`src/rtl/servidor_fila_cargo.sv`:
```
`default_nettype none
// ============================================================================
// Module      : servidor_fila_cargo
// Description : Consumer end of the SmartCargo request queue. Reads the head
//               entry, drives the elevator to the stop floor, holds the door
//               open, loads/unloads the cargo and pops the entry with shift.
// Revision    : 1.0 - initial release
// ============================================================================
module servidor_fila_cargo #(
   parameter int DOOR_CYCLES = 8,
   parameter int CNT_W       = 4
) (
   input  logic             clk,
   input  logic             clear,
   input  logic             habilita,
   input  logic             head_eh_origem,
   input  logic [1:0]       head_tipo,
   input  logic [1:0]       head_origem,
   input  logic [1:0]       head_destino,
   input  logic [1:0]       andar_atual,
   output logic [3:0]       addr,
   output logic             shift,
   output logic [1:0]       andar_alvo,
   output logic             mover,
   output logic             porta_aberta,
   output logic             carga_valida,
   output logic [1:0]       carga_tipo,
   output logic             erro_carga,
   output logic [CNT_W-1:0] servidos,
   output logic [2:0]       estado_db
);

   // Door counter only has to hold DOOR_CYCLES-1 down to zero.
   localparam int                 DCNT_W    = (DOOR_CYCLES > 1) ? $clog2(DOOR_CYCLES) : 1;
   localparam logic [DCNT_W-1:0]  DOOR_LOAD = DCNT_W'(DOOR_CYCLES - 1);

   typedef enum logic [2:0] {
      IDLE   = 3'd0,
      MOVE   = 3'd1,
      DOOR   = 3'd2,
      POP    = 3'd3,
      SETTLE = 3'd4
   } state_t;

   state_t            state;
   logic              op_carga;   // 1 = pickup stop, 0 = unload stop
   logic [1:0]        tipo_reg;   // object type latched at acceptance
   logic [DCNT_W-1:0] door_cnt;
   logic [6:0]        head_entry;
   logic              head_valid;

   // An all-zero head entry marks an empty queue; origem only matters here.
   assign head_entry = {head_eh_origem, head_tipo, head_origem, head_destino};
   assign head_valid = |head_entry;

   // The head always sits at address 0.
   assign addr = 4'd0;

   // Motor and door are decoded straight from the state.
   assign mover        = (state == MOVE) && (andar_atual != andar_alvo);
   assign porta_aberta = (state == DOOR);
   assign estado_db    = state;

   // Service sequencer: accept, travel, door, pop, then wait for the RAM head.
   always_ff @(posedge clk) begin
      if (clear) begin
         state        <= IDLE;
         op_carga     <= 1'b0;
         tipo_reg     <= 2'd0;
         door_cnt     <= '0;
         andar_alvo   <= 2'd0;
         shift        <= 1'b0;
         carga_valida <= 1'b0;
         carga_tipo   <= 2'd0;
         erro_carga   <= 1'b0;
         servidos     <= '0;
      end else begin
         // shift and erro_carga are single-cycle pulses by default.
         shift      <= 1'b0;
         erro_carga <= 1'b0;
         case (state)
            IDLE: begin
               if (habilita && head_valid) begin
                  // Stop floor is always destino; pickups carry destino==origem.
                  andar_alvo <= head_destino;
                  op_carga   <= head_eh_origem;
                  tipo_reg   <= head_tipo;
                  state      <= MOVE;
               end
            end
            MOVE: begin
               if (andar_atual == andar_alvo) begin
                  door_cnt <= DOOR_LOAD;
                  state    <= DOOR;
               end
            end
            DOOR: begin
               if (door_cnt == '0) begin
                  if (op_carga) begin
                     if (carga_valida) begin
                        erro_carga <= 1'b1;
                     end else begin
                        carga_valida <= 1'b1;
                        carga_tipo   <= tipo_reg;
                     end
                  end else begin
                     if (carga_valida) begin
                        carga_valida <= 1'b0;
                        carga_tipo   <= 2'd0;
                     end else begin
                        erro_carga <= 1'b1;
                     end
                  end
                  // Registered so the pulse lines up with the POP state.
                  shift <= 1'b1;
                  state <= POP;
               end else begin
                  door_cnt <= door_cnt - DCNT_W'(1);
               end
            end
            POP: begin
               servidos <= servidos + CNT_W'(1);
               state    <= SETTLE;
            end
            SETTLE: begin
               // Gives the RAM one cycle to present the new head.
               state <= IDLE;
            end
            default: begin
               state <= IDLE;
            end
         endcase
      end
   end

endmodule
`default_nettype wire

```
`config.mk`:
```
export PLATFORM = sky130hd
export DESIGN_NAME = servidor_fila_cargo
export DESIGN_NICKNAME = d
export VERILOG_FILES = /design/src/rtl/servidor_fila_cargo.sv
export SDC_FILE = /design/constraint.sdc
export NUM_CORES = 1
export LEC_CHECK = 0
export BUFFER_PORTS_ARGS = -buffer_cell sky130_fd_sc_hd__clkbuf_2
export CORE_MARGIN = 2
export CORE_UTILIZATION = 40
export DETAILED_ROUTE_END_ITERATION = 7
export PLACE_DENSITY = 0.64
export SYNTH_ARGS = -nofsm -noshare
export SYNTH_HDL_FRONTEND = slang
export SYNTH_SLANG_ARGS = --single-unit
```
`constraint.sdc`:
```
create_clock -name clk -period 4.5 [get_ports clk]
set_input_delay 0.45 -clock clk [delete_from_list [all_inputs] [get_ports clk]]
set_output_delay 0.45 -clock clk [all_outputs]
set_load 0.03 [all_outputs]
```
==> results.json <==
{
  "insertion_delay_ps": 300,
  "remaining_drc_errors": 0,
  "dr.pass1.iters": 4,
  "syn-instance-count": 109,
  "path_max_fanout": 14,
  "finalSetupViolations": 0,
  "peakVddDrop_uv": 290,
  "netlist_area_sq_um": 1020,
  "chipWidth_um": 54.4,
  "netlist_top_cells_area": "dfxtp_1 (39%), nand2_1 (4.4%), nor2_1 (4.4%)",
  "required_ps": 4050,
  "max_freq_ghz": 0.523,
  "grt_overflow": 0,
  "vias": 827,
  "synth-seq-cells": 20,
  "dp_hpwl_mm": 1.51,
  "ant_nets": 0,
  "regMostFlops": "servidos",
  "place_ws_ps": 2860,
  "cts_resized": 0,
  "gp_congestion": 0.718,
  "start_kind": "flop",
  "drv_slew": 0,
  "final_area_sq_um": 1190,
  "cpPeakStageDelay_ps": 650,
  "wire_per_inst_um": 12.0,
  "max_cap_viol_count": 0,
  "first_global_vias": 758,
  "ctsHoldBuffers": 0,
  "cts_sinks": 20,
  "worst-path-buf-inv": 1,
  "synth_area_leader_cell": "dfxtp_1",
  "drt_iter0_drc": 5,
  "hp-class": "input port to flop",
  "power_mw": 0.451,
  "drive_above_1_share": 0.276,
  "routed_wl_mm": 1.97,
  "cts_made_buffers": 3,
  "yosys_warnings": 0,
  "diodes": 0,
  "synth_flop_cell": "dfxtp_1",
  "post_cts_buffers": 0,
  "finClkSkew_ps": 11.1,
  "grt_antenna_before_repair": 0,
  "critPathTopFamily": "flip-flops",
  "synth_edf_count": 0,
  "initial_core_util": 0.418,
  "largest_reg_flops": 4,
  "rsz0062_at_grt": "no",
  "ys_types": 36,
  "synthDominantCellAreaShare": 0.394,
  "setup_slack_ps": 2590,
  "io_pins": 32,
  "crit_slowest_cell": "dfxtp_1",
  "cts_max_level": 1,
  "arrival_ps": 1460,
  "tritoncts": "yes",
  "period_minus_slack_ps": 1910,
  "timing.setup.tns_ps": 0,
  "powerDensity_nw_per_um2": 380,
  "hold_viol": 0,
  "postPlaceCellArea_sq_um": 1130,
  "grt_pass1_wl_mm": 3.17,
  "routed_via_density": 5.04,
  "clk_path_buf_depth": 2,
  "period_share": 0.425,
  "status": "finished, final reports clean",
  "yosysSeqAreaShare": 0.394,
  "die-height_um": 54.4,
  "crit_chain": "nor2_1, and3_1, clkbuf_2",
  "fin_nets": 150,
  "end_kind": "output port",
  "grt_max_degree": 15,
  "placeableCoreArea_sq_um": 2430,
  "synthArstFlopShare": 0,
  "die_area_sq_um": 2960,
  "post-route-util": 0.488,
  "clkTransAtPathRegs_ps": 120,
  "numPortBuffers": 27,
  "clockRootBuffer": "clkbuf_4",
  "power.leakage_nw": 0.533,
  "grt_usage": 0.149,
  "area_growth_pct": 16.6,
  "critical_path_class": "flop to output port",
  "std_cell_rows": 18,
  "synth.avg_cell_area_sq_um": 9.33
}
-- cells in the final DEF, fill, tap and decap left out, types with 2 or more instances in the layout --
cell and n:
a21boi_0 2, a21oi_1 2, a221oi_1 3, a31oi_1 2
and3_1 2, clkbuf_2 27, clkbuf_4 3, conb_1 4
dfxtp_1 20, ha_1 3, inv_1 4, mux2i_1 3
nand2_1 12, nand3_1 4, nand4b_1 4, nor2_1 12
o21ai_0 6, xnor2_1 2, xor2_1 2
-- metal layers --
layer / global-route usage / up-vias / share of wire / wire length [um]
li1: - / 429 / - / -
met1: 0.188 / 385 / 0.46 / 910
met2: 0.239 / 11 / 0.49 / 967
met3: 0.0410 / 2 / 0.039 / 76
met4: 0.0625 / 0 / 0.0061 / 12
met5: 0 / - / 0 / 0
-- synthesized netlist by cell type, types with 2 or more instances --
cell       n
dfxtp_1   20
nand2_1   12
nor2_1    12
o21ai_0    6
buf_4      5
inv_1      4
nand3_1    4
nand4b_1   4
a221oi_1   3
ha_1       3
mux2i_1    3
a21boi_0   2
a21oi_1    2
a31oi_1    2
and3_1     2
buf_6      2
clkbuf_1   2
xnor2_1    2
xor2_1     2
-- worst paths after layout --
kind | from | to | slack [ps] | depth (start not counted)
setup reg to reg | door_cnt[0] | door_cnt[1] | 2840 | 6
hold / removal | head_destino[1] | andar_alvo[1] | 390 | 3
hold reg to reg | tipo_reg[1] | tipo_reg[1] | 470 | 2
setup / recovery | estado_db[2] | mover | 2590 | 3
-- power by group --
group,internal (mW),leakage (nW),switching (mW)
sequential,0.191,0.163,0.0183
combinational,0.0376,0.342,0.0593
clock,0.0900,0.0279,0.0556
-- worst min-delay path, stage by stage --
cell      delay (ps)
clkbuf_2          90
nand3_1           50
o21ai_0           60
-- metrics by stage --
step | hold slack [ps] | instances
floorplan | 435 | 112
global placement | 453 | 160
global route | 399 | 164
finish | 394 | 164
CTS | 385 | 164
detailed placement | 456 | 160
-- final cells by class --
class	instances	area, sq um
Clock buffer	3	22.5
Clock inverter	1	30.0
Fill cell	246	1250
Inverter	4	15.0
Multi-Input combinational cell	79	546
Sequential cell	20	400
Tap cell	30	37.5
Timing Repair Buffer	27	135
-- kinds of logic after synthesis --
logic type / Yosys count / share of synthesized area
DFF: 20 / 0.394
and+or+nand+nor: 45 / 0.278
other: 1 / 0.00369
xor gates and xnor gates: 4 / 0.0344
AOI/OAI and AO/OA: 20 / 0.143
muxes: 3 / 0.0295
buffers and inverters: 13 / 0.0812
adders and majority gates: 3 / 0.0369
No activity file was read; power rests on OpenSTA's default activity.
